[config.mk]
export PLATFORM = sky130hd
export DESIGN_NAME = muldiv_seq_flat
export DESIGN_NICKNAME = d
export VERILOG_FILES = /design/src/rtl/muldiv_seq_if.sv /design/src/rtl/muldiv_seq.sv /design/src/flat_wrapper.sv
export SDC_FILE = /design/constraint.sdc
export NUM_CORES = 1
export LEC_CHECK = 0
export BUFFER_PORTS_ARGS = -buffer_cell sky130_fd_sc_hd__buf_2
export CAP_MARGIN = 25
export CORE_MARGIN = 5
export CORE_UTILIZATION = 60
export CTS_CLUSTER_SIZE = 20
export DETAILED_ROUTE_END_ITERATION = 10
export PLACE_DENSITY = 0.81
export SLEW_MARGIN = 20
export SYNTH_ARGS = -nofsm -noshare
export SYNTH_HDL_FRONTEND = slang
export SYNTH_SLANG_ARGS = --single-unit
[constraint.sdc]
create_clock -name clk -period 10.5 [get_ports clk]
set_clock_uncertainty 0.05 [all_clocks]
set_input_delay 2.1 -clock clk [delete_from_list [all_inputs] [get_ports clk]]
set_output_delay 2.1 -clock clk [all_outputs]
set_load 0.02 [all_outputs]
[src/rtl/muldiv_seq_if.sv]
// ---------------------------------------------------------------------------
// muldiv_seq_if
//   Request/response bundle between the EX stage and the iterative RV32M
//   multiply/divide sequencer.
//
//   start  : op request, sampled only while the sequencer is idle
//   op     : funct3 (0 MUL,1 MULH,2 MULHSU,3 MULHU,4 DIV,5 DIVU,6 REM,7 REMU)
//   A, B   : rs1 / rs2 operands, captured on accept
//   flush  : abort the current op
//   busy   : high whenever the sequencer is not idle
//   done   : one-cycle pulse, result valid in that cycle
//   result : registered result, holds until the next done
//
//   master modport = EX-stage side, slave modport = sequencer side.
// ---------------------------------------------------------------------------
interface muldiv_seq_if #(
  parameter int XLEN = 32
);
  logic            start;
  logic [2:0]      op;
  logic [XLEN-1:0] A;
  logic [XLEN-1:0] B;
  logic            flush;
  logic            busy;
  logic            done;
  logic [XLEN-1:0] result;

  modport master (output start, op, A, B, flush, input busy, done, result);
  modport slave  (input start, op, A, B, flush, output busy, done, result);
endinterface

[src/rtl/muldiv_seq.sv]
// ---------------------------------------------------------------------------
// muldiv_seq
//   Iterative RV32M multiply/divide sequencer. One bit per cycle:
//   radix-2 shift-add multiply or restoring divide on operand magnitudes,
//   followed by a sign-fix cycle. Latency 34 cycles from accept to done;
//   divide-by-zero and signed-overflow divides finish in cycle 1.
//
//   clk   : rising-edge clock
//   rstn  : asynchronous active-low reset
//   bus   : muldiv_seq_if.slave (start, op, A, B, flush / busy, done, result)
//
//   Build option MULDIV_EARLY_OUT_EN: when defined, multiplies with a zero
//   operand and divides/remainders with A==0 also finish in cycle 1.
//   Results are identical with or without it.
// ---------------------------------------------------------------------------
module muldiv_seq #(
  parameter int XLEN  = 32,
  parameter int CNT_W = 6
) (
  input  logic         clk,
  input  logic         rstn,
  muldiv_seq_if.slave  bus
);

  typedef enum logic [1:0] {IDLE, CALC, FIX, DONE} state_t;

  localparam logic [2:0] OP_MUL    = 3'd0;
  localparam logic [2:0] OP_MULH   = 3'd1;
  localparam logic [2:0] OP_MULHSU = 3'd2;
  localparam logic [2:0] OP_DIV    = 3'd4;
  localparam logic [2:0] OP_REM    = 3'd6;

  localparam logic [XLEN-1:0] INT_MIN = {1'b1, {(XLEN-1){1'b0}}};

`ifdef MULDIV_EARLY_OUT_EN
  localparam bit EARLY_OUT = 1'b1;
`else
  localparam bit EARLY_OUT = 1'b0;
`endif

  // Two's-complement negate when s is set.
  function automatic logic [XLEN-1:0] cond_neg(input logic [XLEN-1:0] v, input logic s);
    return s ? (~v + XLEN'(1)) : v;
  endfunction

  function automatic logic [2*XLEN-1:0] cond_neg2(input logic [2*XLEN-1:0] v, input logic s);
    return s ? (~v + (2*XLEN)'(1)) : v;
  endfunction

  state_t            state_q, state_d;
  logic [CNT_W-1:0]  cnt_q, cnt_d;
  logic [XLEN-1:0]   result_q, result_d;

  logic [2:0]        op_q, op_d;
  logic              neg_q, neg_d;      // sign correction applied in FIX
  logic [XLEN-1:0]   mcand_q, mcand_d;  // multiplicand or divisor magnitude
  logic [XLEN-1:0]   hi_q, hi_d;        // product high half / partial remainder
  logic [XLEN-1:0]   lo_q, lo_d;        // multiplier / dividend -> quotient

  logic              sgn_a, sgn_b;
  logic [XLEN-1:0]   a_mag, b_mag;
  logic [XLEN:0]     sum;
  logic [XLEN:0]     rem_sh;
  logic [XLEN:0]     diff;
  logic [2*XLEN-1:0] prod_fix;
  logic [XLEN-1:0]   quo_fix, rem_fix;

  always_comb begin
    state_d  = state_q;
    cnt_d    = cnt_q;
    result_d = result_q;
    op_d     = op_q;
    neg_d    = neg_q;
    mcand_d  = mcand_q;
    hi_d     = hi_q;
    lo_d     = lo_q;

    // Operand signedness: MULH/DIV/REM both signed, MULHSU only A.
    sgn_a = bus.A[XLEN-1] & ((bus.op == OP_MULH) | (bus.op == OP_MULHSU) |
                             (bus.op == OP_DIV)  | (bus.op == OP_REM));
    sgn_b = bus.B[XLEN-1] & ((bus.op == OP_MULH) | (bus.op == OP_DIV) |
                             (bus.op == OP_REM));
    a_mag = cond_neg(bus.A, sgn_a);
    b_mag = cond_neg(bus.B, sgn_b);

    // Shift-add step: add multiplicand when the current multiplier bit is set.
    sum = {1'b0, hi_q} + (lo_q[0] ? {1'b0, mcand_q} : {(XLEN+1){1'b0}});

    // Restoring-divide step: shift next dividend bit into the remainder.
    rem_sh = {hi_q, lo_q[XLEN-1]};
    diff   = rem_sh - {1'b0, mcand_q};

    prod_fix = cond_neg2({hi_q, lo_q}, neg_q);
    quo_fix  = cond_neg(lo_q, neg_q);
    rem_fix  = cond_neg(hi_q, neg_q);

    case (state_q)
      IDLE: begin
        if (bus.start) begin
          op_d   = bus.op;
          cnt_d  = '0;
          state_d = CALC;
          // Remainder takes the dividend's sign; everything else A^B.
          neg_d  = (bus.op == OP_REM) ? sgn_a : (sgn_a ^ sgn_b);
          hi_d   = '0;
          if (bus.op[2]) begin
            mcand_d = b_mag;
            lo_d    = a_mag;
          end else begin
            mcand_d = a_mag;
            lo_d    = b_mag;
          end
          if (bus.op[2] && (bus.B == '0)) begin
            result_d = bus.op[1] ? bus.A : '1;
            state_d  = DONE;
          end else if (((bus.op == OP_DIV) || (bus.op == OP_REM)) &&
                       (bus.A == INT_MIN) && (bus.B == '1)) begin
            result_d = bus.op[1] ? '0 : INT_MIN;
            state_d  = DONE;
          end else if (EARLY_OUT &&
                       ((!bus.op[2] && ((bus.A == '0) || (bus.B == '0))) ||
                        (bus.op[2] && (bus.A == '0)))) begin
            result_d = '0;
            state_d  = DONE;
          end
        end
      end
      CALC: begin
        if (op_q[2]) begin
          hi_d = diff[XLEN] ? rem_sh[XLEN-1:0] : diff[XLEN-1:0];
          lo_d = {lo_q[XLEN-2:0], ~diff[XLEN]};
        end else begin
          hi_d = sum[XLEN:1];
          lo_d = {sum[0], lo_q[XLEN-1:1]};
        end
        cnt_d = cnt_q + CNT_W'(1);
        if (cnt_q == CNT_W'(XLEN-1)) state_d = FIX;
      end
      FIX: begin
        if (op_q[2])            result_d = op_q[1] ? rem_fix : quo_fix;
        else if (op_q == OP_MUL) result_d = prod_fix[XLEN-1:0];
        else                     result_d = prod_fix[2*XLEN-1:XLEN];
        state_d = DONE;
      end
      default: state_d = IDLE;  // DONE
    endcase

    // Flush wins everywhere: back to IDLE, result untouched, nothing accepted.
    if (bus.flush) begin
      state_d  = IDLE;
      result_d = result_q;
    end
  end

  always_ff @(posedge clk or negedge rstn) begin
    if (!rstn) begin
      state_q  <= IDLE;
      cnt_q    <= '0;
      result_q <= '0;
    end else begin
      state_q  <= state_d;
      cnt_q    <= cnt_d;
      result_q <= result_d;
    end
  end

  always_ff @(posedge clk) begin
    op_q    <= op_d;
    neg_q   <= neg_d;
    mcand_q <= mcand_d;
    hi_q    <= hi_d;
    lo_q    <= lo_d;
  end

  assign bus.busy   = (state_q != IDLE);
  assign bus.done   = (state_q == DONE);
  assign bus.result = result_q;

endmodule

[src/flat_wrapper.sv]
// flat-port wrapper written by rule: the top's interface ports become plain ports
module muldiv_seq_flat 
#(
  parameter int XLEN  = 32,
  parameter int CNT_W = 6
)
  (clk, rstn, bus_start, bus_op, bus_A, bus_B, bus_flush, bus_busy, bus_done, bus_result);
  muldiv_seq_if #(.XLEN(XLEN)) bus_i ();
  input  logic clk;
  input  logic rstn;
  input wire logic [$bits(bus_i.start)-1:0] bus_start;
  input wire logic [$bits(bus_i.op)-1:0] bus_op;
  input wire logic [$bits(bus_i.A)-1:0] bus_A;
  input wire logic [$bits(bus_i.B)-1:0] bus_B;
  input wire logic [$bits(bus_i.flush)-1:0] bus_flush;
  output wire logic [$bits(bus_i.busy)-1:0] bus_busy;
  output wire logic [$bits(bus_i.done)-1:0] bus_done;
  output wire logic [$bits(bus_i.result)-1:0] bus_result;
  assign bus_i.start = bus_start;
  assign bus_i.op = bus_op;
  assign bus_i.A = bus_A;
  assign bus_i.B = bus_B;
  assign bus_i.flush = bus_flush;
  assign bus_busy = bus_i.busy;
  assign bus_done = bus_i.done;
  assign bus_result = bus_i.result;
  muldiv_seq #(.XLEN(XLEN), .CNT_W(CNT_W)) u_core (.clk(clk), .rstn(rstn), .bus(bus_i));
endmodule
==> results of run 1 <==
[worst max-delay path: stages]
cell and delay [ns]:
buf_2 0.13, inv_1 0.06, ha_1 0.17, or4b_2 0.61, nor3_1 0.35, nand4_1 0.24
or4_1 0.66, a2bb2oi_1 0.20, nor2_2 0.76, o21ai_0 0.20, a21oi_1 0.18, a21o_1 0.11
[cell families after synthesis]
kind of cell / after synthesis / synth area share (%)
xor+xnor: 187 / 11.0
simple gates: 603 / 19.1
fa+ha+maj: 76 / 6.47
flops: 140 / 26.8
compound gates: 581 / 24.6
mux: 106 / 7.27
buf+inv: 185 / 4.74
[area by class of cell]
type | instances | area [um^2]
tap | 324 | 405
clock buffer | 17 | 425
inverter | 75 | 282
timing repair buffer | 119 | 653
sequential | 140 | 4000
clock inverter | 15 | 173
multi-input combinational | 1553 | 10200
fill | 2167 | 8230
[power by group]
| part | leakage (nW) | switching [mW] | internal, mW |
|---|---|---|---|
| Sequential | 1.51 | 0.400 | 0.921 |
| Combinational | 4.98 | 2.10 | 1.24 |
| Clock | 0.286 | 0.290 | 0.359 |
[worst max-delay path by stage]
stage                                        to  slack, ns  cells after the start
after floorplan           u_core.bus.result[11]       5.56                     12
after CTS                  u_core.bus.result[6]       5.08                     12
after global placement     u_core.bus.result[7]       4.67                     12
after detailed placement  u_core.bus.result[29]       4.62                     11
final                      u_core.bus.result[6]       5.05                     12
after global routing      u_core.bus.result[13]       4.73                     11
[state kept, by name (all words and copies together) (netlist names)]
register	flops
u_core.hi_q	32
u_core.lo_q	32
u_core.bus.result	32
u_core.neg_q	1
u_core.op_q	3
u_core.cnt_q	6
u_core.state_q	2
u_core.mcand_q	32
[cells in the final DEF, fill, tap and decap left out, types with 15 or more instances in the layout]
cell type	count
xor2_1	90
o21ai_0	175
a21oi_1	141
nand3_1	42
edfxtp_1	100
xnor2_1	97
or4_1	16
nand4_1	24
a31oi_1	21
or3_1	25
ha_1	73
buf_2	104
nor3_1	50
mux2i_1	96
o22ai_1	18
nand2b_1	21
o211ai_1	15
a21o_1	47
nor2_1	163
clkbuf_16	17
o31ai_1	27
inv_1	71
dfrtp_1	40
nand2_1	186
[layer usage]
metal,global-route usage [%],vias up,share of wire (%)
li1,-,6999,-
met1,48.4,7247,38
met2,60.7,941,45
met3,6.81,201,10
met4,23.7,2,7.1
met5,0,-,0.024
[metrics by stage]
step | instances | setup WS (ns) | utilization [%] | power [mW] | hold slack (ns)
6_report | 2243 | 5.05 | 66.3 | 5.31 | 0.431
5_1_grt | 2243 | 4.73 | 66.3 | 5.63 | 0.462
4_1_cts | 2241 | 5.08 | 66.1 | 5.19 | 0.435
3_5_place_dp | 2209 | 4.62 | 63.7 | 4.53 | 0.419
3_3_place_gp | 2209 | 4.67 | 63.7 | 4.48 | 0.415
2_1_floorplan | 1878 | 5.56 | - | 3.56 | 0.433
==> results.json, run 1 <==
{
  "min_from": "u_core.bus.result[23]",
  "route.detailed.drc": 0,
  "hold_buffers": 0,
  "async_reset_ff_share_pct": 28.6,
  "grt_usage_pct": 38.2,
  "required_ns": 10.82,
  "core_um2": 24400,
  "drtPass1Iterations": 7,
  "dp_hpwl_um": 42400,
  "fin_crit_sh_pct": 51.9,
  "hold_path.class": "register to register",
  "yosysWarnings": 0,
  "chipHeight_um": 168,
  "layout-drive-gt1-share_pct": 9.54,
  "cts_sinks": 140,
  "final.setup.tns_ns": 0,
  "grt_pass1_vias": 14600,
  "cts_max_level": 4,
  "critPathLaunch": "bus_B[0]",
  "clock-root-buffer": "clkbuf_16",
  "vdd_ir_drop_max_mv": 0.186,
  "syn_nets": 2025,
  "r2r-end": "u_core.hi_q[23]",
  "cts_buffer_depth": 2,
  "synth_area_leaders": "edfxtp_1 (20%), dfrtp_1 (6.7%), mux2i_1 (6.4%), ha_1 (6.2%), o21ai_0 (5.9%)",
  "layout_min_cycle_time_ns": 5.45,
  "drtIter0Drc": 1993,
  "cts_tree": "yes",
  "initial_utilization_pct": 61.2,
  "totalWireLength_um": 55200,
  "clk_pin_slew_worst_paths_ns": 0.07,
  "io_pins": 105,
  "gr-total-overflow": 0,
  "nNetsFinal": 2053,
  "drv_slew": 0,
  "r2r_slack_ns": 5.63,
  "finalInstanceArea_um2": 16200,
  "yosysMostFrequentCell": "nand2_1",
  "worst_pin_slew_ns": 1.01,
  "crit_type": "input pin to register",
  "slew_headroom_pct": 32.4,
  "rsz0062_at_grt": "no",
  "antenna_left": 0,
  "netlist_top_cells_count": "nand2_1 (186), o21ai_0 (175), nor2_1 (164)",
  "syn2layout_area_growth_pct": 8.32,
  "antenna_found_initial": 1,
  "max_freq_mhz": 183,
  "hold_depth": 2,
  "rr_startpoint": "u_core.lo_q[31]",
  "crit_path_end_kind": "register",
  "diodes": 0,
  "hold_viol": 0,
  "syn_area_per_cell_um2": 7.94,
  "cts_resized": 0,
  "synth_edf_count": 100,
  "p_per_area_nw_per_um2": 329,
  "via_per_inst": 6.86,
  "power_leakage_nw": 6.77,
  "cts_setup_buffers": 0,
  "dieArea_um2": 28100,
  "gp_congestion": 1.07,
  "yosys.area.top_type": "edfxtp_1",
  "setup_violations": 0,
  "rows": 57,
  "synth_top_area_share_pct": 20.1,
  "synth-seq-area-share_pct": 26.8,
  "vias": 15400,
  "wl_per_cell_um": 24.6,
  "arrival_ns": 5.78,
  "crit_path_start_kind": "input pin",
  "synthDistinctLibCells": 78,
  "syn_inst": 1878,
  "ff2ff_path_depth": 13,
  "grt_max_degree": 65,
  "synth_seq_cells": 140,
  "netlist_area_um2": 14900,
  "worstSkewPairLatency_ns": 0.45,
  "status": "completed",
  "grt_pass1_wl_um": 84200,
  "crit_path_max_fanout": 28,
  "fp.dieW_um": 168,
  "dpl_cell_area_um2": 15500,
  "cts_buffers": 17,
  "max_cap_viol_count": 0,
  "hold-path-endpoint": "u_core.bus.result[23]",
  "port_buffers": 104,
  "synth_flop_cell": "edfxtp_1"
}
Power figures use the tool's default switching activity.
==> run 2: changes to the inputs <==
==> constraint.sdc (replaced) <==
create_clock -name clk -period 5.6 [get_ports clk]
set_clock_uncertainty 0.05 [all_clocks]
set_input_delay 1.12 -clock clk [delete_from_list [all_inputs] [get_ports clk]]
set_output_delay 1.12 -clock clk [all_outputs]
set_load 0.02 [all_outputs]
==> run 2 against run 1 <==
Compared with the run above:
- non-clock buffer count increased by 3
- wire length grew 1.1%
- worst hold slack worse by 0.0016 ns
- count of clock-buffer cells in the layout increased by 1
- combinational power increased by 90%
- utilization barely moved
- final area barely moved
- register-to-register slack lost 4.5 ns
- sequential share of layout area hardly changed
- via count fell by 0.20%
- total power increased by 87%
- critical endpoint is now u_core.hi_q[27]
- largest power group unchanged
- highest routed layer is now met4
==> results.json, run 2 (synthesized netlist as in run 1, its figures left out) <==
{
  "status": "completed",
  "setup_violations": 0,
  "port_buffers": 104,
  "slew_headroom_pct": 32.0,
  "grt_pass1_vias": 14500,
  "crit_path_end_kind": "register",
  "p_total_mw": 9.95,
  "regArea_um2": 4000,
  "dieArea_um2": 28100,
  "finalInstanceArea_um2": 16200,
  "hold_buffers": 0,
  "required_ns": 5.70,
  "worstSkewPairLatency_ns": 0.44,
  "cpPeakStageDelay_ns": 0.53,
  "final_core_util_pct": 66.2,
  "gr-total-overflow": 0,
  "ff2ff_path_depth": 13,
  "max_cap_viol_count": 0,
  "drv_slew": 0,
  "cts_tree": "yes",
  "hold-path-endpoint": "u_core.bus.result[29]",
  "clock-root-buffer": "clkbuf_16",
  "multiInputGateArea_um2": 10200,
  "vdd_ir_drop_max_mv": 0.302,
  "clk_pin_slew_worst_paths_ns": 0.07,
  "dpl_cell_area_um2": 15600,
  "final_cell_mix": "nand2_1 (186), o21ai_0 (175), nor2_1 (163)",
  "cp_common_cell": "a31oi_1",
  "max_freq_mhz": 223,
  "wl_per_cell_um": 24.8,
  "layout_commonest_cell": "nand2_1",
  "chipHeight_um": 168,
  "drtPass1Iterations": 6,
  "min_from": "u_core.bus.result[29]",
  "rr_startpoint": "u_core.lo_q[0]",
  "crit_type": "register to register",
  "arrival_ns": 4.58,
  "totalWireLength_um": 55800,
  "initial_utilization_pct": 61.2,
  "core_um2": 24400,
  "via_per_inst": 6.84,
  "cts_buffers": 17,
  "fp.dieW_um": 168,
  "rsz0062_at_grt": "no",
  "cts_max_level": 4,
  "worstPathCellList": "clkinv_1, buf_4, nor2_1, ha_1, a21o_1, a221o_1, a31oi_1, nor3_1, nor4_1, o21ai_0, nand3b_1, a31oi_1, a311oi_1",
  "antenna_left": 0,
  "hold_depth": 2,
  "worst_pin_slew_ns": 1.02,
  "final.setup.tns_ns": 0,
  "cts_sinks": 140,
  "r2r_slack_ns": 1.12,
  "dp_hpwl_um": 43200,
  "hold_viol": 0,
  "power_leakage_nw": 6.77,
  "grt_usage_pct": 38.3,
  "rows": 57,
  "crit_path_start_kind": "register",
  "cts_buffer_depth": 2,
  "drtIter0Drc": 2150,
  "cts_setup_buffers": 0,
  "r2r-end": "u_core.hi_q[27]",
  "critPathLaunch": "u_core.lo_q[0]",
  "io_pins": 105,
  "hold_slack_ns": 0.430,
  "grt_max_degree": 60,
  "gp_congestion": 1.05,
  "antenna_found_initial": 0,
  "route.detailed.drc": 0,
  "layout_min_cycle_time_ns": 4.48,
  "grt_pass1_wl_um": 84300,
  "crit_path_max_fanout": 30,
  "nNetsFinal": 2056,
  "diodes": 0,
  "vias": 15400,
  "p_per_area_nw_per_um2": 616,
  "layout-drive-gt1-share_pct": 9.57,
  "cts_resized": 0,
  "crit_slowest_cell": "nor4_1",
  "fillCellCount": 2161,
  "syn2layout_area_growth_pct": 8.28,
  "hold_path.class": "register to register",
  "fin_crit_sh_pct": 80.0
}
run 2: power breakdown:
part | internal (mW) | switching [mW] | leakage [nW]
registers | 1.72 | 0.725 | 1.51
clock network | 0.621 | 0.524 | 0.264
logic | 2.34 | 4.02 | 5.00
total | 4.69 | 5.27 | 6.77
run 2: how the worst max path moves through the flow:
stage	to	slack, ns	depth (start not counted)
after detailed placement	u_core.bus.result[5]	0.76	12
final	u_core.hi_q[27]	1.12	13
after global routing	u_core.hi_q[27]	0.99	13
after CTS	u_core.bus.result[5]	1.20	12
after global placement	u_core.bus.result[5]	0.80	12
after floorplan	u_core.bus.result[11]	1.64	12
run 2: layout make-up:
cell class	instances	area share (%)
multi-input combinational	1553	63.3
sequential	140	24.8
timing repair buffer	122	4.21
clock buffer	18	2.66
tap	324	2.51
inverter	75	1.74
clock inverter	14	0.844
run 2: through the flow:
step           worst slack, ns  instances
4_1_cts                   1.20       2245
3_3_place_gp             0.802       2212
6_report                  1.12       2246
2_1_floorplan             1.64       1878
5_1_grt                  0.992       2246
3_5_place_dp             0.758       2213
run 2: per-layer routing:
metal	routed length, um	vias to the layer above	track usage [%]
met3	5600	171	6.74
met2	25300	934	61.6
li1	-	7002	-
met1	21100	7252	48.5
met5	0	-	0
met4	3800	0	22.1
run 2: critical path: cells and delay by family, from the launching register on:
kind | cells | cell delay (ns)
AO/OA/AOI/OAI | 6 | 1.76
AND/OR/NAND/NOR | 4 | 1.04
buffers and inverters | 2 | 0.51
flip-flops | 1 | 0.48
adder cells (fa/ha/maj) | 1 | 0.35
==> run 3: changes to the inputs <==
--- a/config.mk
+++ b/config.mk
@@ -8,7 +8,7 @@
 export BUFFER_PORTS_ARGS = -buffer_cell sky130_fd_sc_hd__buf_2
 export CAP_MARGIN = 25
 export CORE_MARGIN = 5
-export CORE_UTILIZATION = 60
+export CORE_UTILIZATION = 57
 export CTS_CLUSTER_SIZE = 20
 export DETAILED_ROUTE_END_ITERATION = 10
 export PLACE_DENSITY = 0.81
==> constraint.sdc (replaced) <==
create_clock -name clk -period 3.85 [get_ports clk]
set_clock_uncertainty 0.05 [all_clocks]
set_input_delay 0.77 -clock clk [delete_from_list [all_inputs] [get_ports clk]]
set_output_delay 0.77 -clock clk [all_outputs]
set_load 0.02 [all_outputs]
==> run 3 against run 2 <==
Compared with the run above:
- clock power up 43%
- first-iteration DRC count up 7.3%
- sequential share of layout area down 1.5 points
- combinational power up 67%
- via count up 4.2%
- wire length up 1.2%
- die area up 4.9%
- largest cell class unchanged
==> results.json, run 3 (synthesized netlist as in run 1, its figures left out) <==
{
  "drv_slew": 0,
  "max_freq_mhz": 269,
  "syn2layout_area_growth_pct": 15.1,
  "gp_congestion": 1.06,
  "dp_hpwl_um": 43900,
  "fp.dieW_um": 172,
  "p_clk_share_pct": 10.7,
  "fin_crit_sh_pct": 96.7,
  "chipHeight_um": 172,
  "p_sw_mw": 7.88,
  "ff2ff_path_depth": 10,
  "cts_tree": "yes",
  "crit_path_start_kind": "register",
  "arrival_ns": 3.96,
  "worstSkewPairLatency_ns": 0.44,
  "grt_usage_pct": 37.7,
  "clk_pin_slew_worst_paths_ns": 0.07,
  "rows": 59,
  "worst_pin_slew_ns": 0.995,
  "r2r-end": "u_core.bus.result[20]",
  "final.setup.tns_ns": 0,
  "layout_min_cycle_time_ns": 3.72,
  "port_buffers": 104,
  "grt_pass1_vias": 15300,
  "swShare_pct": 51.3,
  "clock-root-buffer": "clkbuf_16",
  "fillCellCount": 2229,
  "cts_sinks": 140,
  "crit_path_max_fanout": 7,
  "critPathLaunch": "u_core.lo_q[25]",
  "hold_viol": 0,
  "max_cap_viol_count": 0,
  "vias": 16000,
  "route.detailed.drc": 0,
  "p_int_mw": 7.49,
  "grt_max_degree": 90,
  "multiInputGateArea_um2": 10300,
  "cp-endpoint": "u_core.bus.result[20]",
  "p_per_area_nw_per_um2": 895,
  "final_cell_mix": "nand2_1 (186), o21ai_0 (174), nor2_1 (162)",
  "totalWireLength_um": 56400,
  "crit_type": "register to register",
  "hold_path.class": "input pin to asynchronous set/reset pin",
  "cts_buffer_depth": 2,
  "p_total_mw": 15.4,
  "antenna_left": 0,
  "antenna_found_initial": 0,
  "diodes": 0,
  "crit_path_end_kind": "register",
  "required_ns": 4.09,
  "io_pins": 105,
  "p_comb_share_pct": 68.8,
  "layout_commonest_cell": "nand2_1",
  "drtIter0Drc": 2306,
  "rr_startpoint": "u_core.lo_q[25]",
  "regArea_um2": 4000,
  "slew_headroom_pct": 33.4,
  "p_seq_share_pct": 20.5,
  "wl_per_cell_um": 23.7,
  "setup_violations": 0,
  "cts_buffers": 17,
  "status": "completed",
  "drtPass1Iterations": 7,
  "layout-drive-gt1-share_pct": 15.5,
  "power_leakage_nw": 7.39,
  "dieArea_um2": 29500,
  "initial_utilization_pct": 57.6,
  "core_um2": 25900,
  "dp_cells": 2343,
  "hold_slack_ns": 0.415,
  "rsz0062_at_grt": "no",
  "vdd_ir_drop_max_mv": 0.733,
  "grt_pass1_wl_um": 86100,
  "r2r_slack_ns": 0.13,
  "gr-total-overflow": 0,
  "via_per_inst": 6.73,
  "final_cell_count_no_fill": 2379,
  "cts_max_level": 4,
  "nNetsFinal": 2178
}
## run 3: changes by cell type in the layout (fill, tap and decap cells not counted), moves of 2 or more
cell        change
buf_12          +4
buf_4         +119
clkinv_1        -2
clkinv_4        +2
clkinvlp_4      -2
inv_4           +2
inv_6           -2
inv_8           +3
## run 3: how the worst min path moves through the flow
stage	slack, ns	to	cells after the start	startpoint
finish	0.41	u_core.bus.result[29]	1	rstn
global route	0.47	u_core.bus.result[13]	2	u_core.bus.result[13]
CTS	0.43	u_core.bus.result[7]	1	u_core.bus.result[7]
detailed placement	0.42	u_core.bus.result[7]	1	u_core.bus.result[7]
global placement	0.41	u_core.bus.result[28]	2	u_core.bus.result[28]
floorplan	0.42	u_core.bus.result[0]	0	rstn
## run 3: layer usage
metal	vias up	part of all wire [%]	track usage, %
met5	-	0	0
met4	0	7.0	21.5
met3	257	10	8.23
met2	1039	45	59.3
met1	7463	38	48.0
li1	7240	-	-
## run 3: area by class of cell
class,instances,area share [%]
Multi-Input combinational cell,1553,59.8
Sequential cell,140,23.3
Timing Repair Buffer,244,9.56
Clock buffer,18,2.52
Tap cell,335,2.44
Inverter,75,1.66
Clock inverter,14,0.736
## run 3: repair_timing
action	4_1_cts	5_1_grt
endpoints found under the setup margin	1	18
resized for setup	1	9
hold buffers	0	0
setup buffers	0	4
pin swaps	0	3
endpoints found under the hold margin	0	0
## run 3: critical path, stage by stage, from the launching register on
cell and delay (ns):
edfxtp_1 0.48, or3_1 0.45, or3_1 0.36, buf_4 0.18, nor4_1 0.48, nand2_1 0.31, o21ai_0 0.29, xor2_1 0.18
nand2_1 0.07, a21boi_0 0.55, o21ai_0 0.17
## run 3: power by group through the flow
| stage | registers, mW | clock network, mW | logic (mW) |
|---|---|---|---|
| final | 3.15 | 1.64 | 10.6 |
| after global routing | 3.19 | 1.70 | 11.3 |
| after CTS | 3.10 | 1.63 | 10.2 |
| after detailed placement | 3.12 | 0 | 10.1 |
| after global placement | 3.09 | 0 | 9.83 |
| after floorplan | 3.20 | 0 | 6.52 |
## run 3: through the flow
step | area [um^2] | utilization (%) | worst slack [ns]
2_1_floorplan | 14900 | - | 0.237
3_3_place_gp | 16500 | 63.7 | 0.0222
3_5_place_dp | 16500 | 63.8 | -0.00799
4_1_cts | 17100 | 65.9 | 0.0365
5_1_grt | 17200 | 66.3 | 0.0256
6_report | 17200 | 66.3 | 0.128
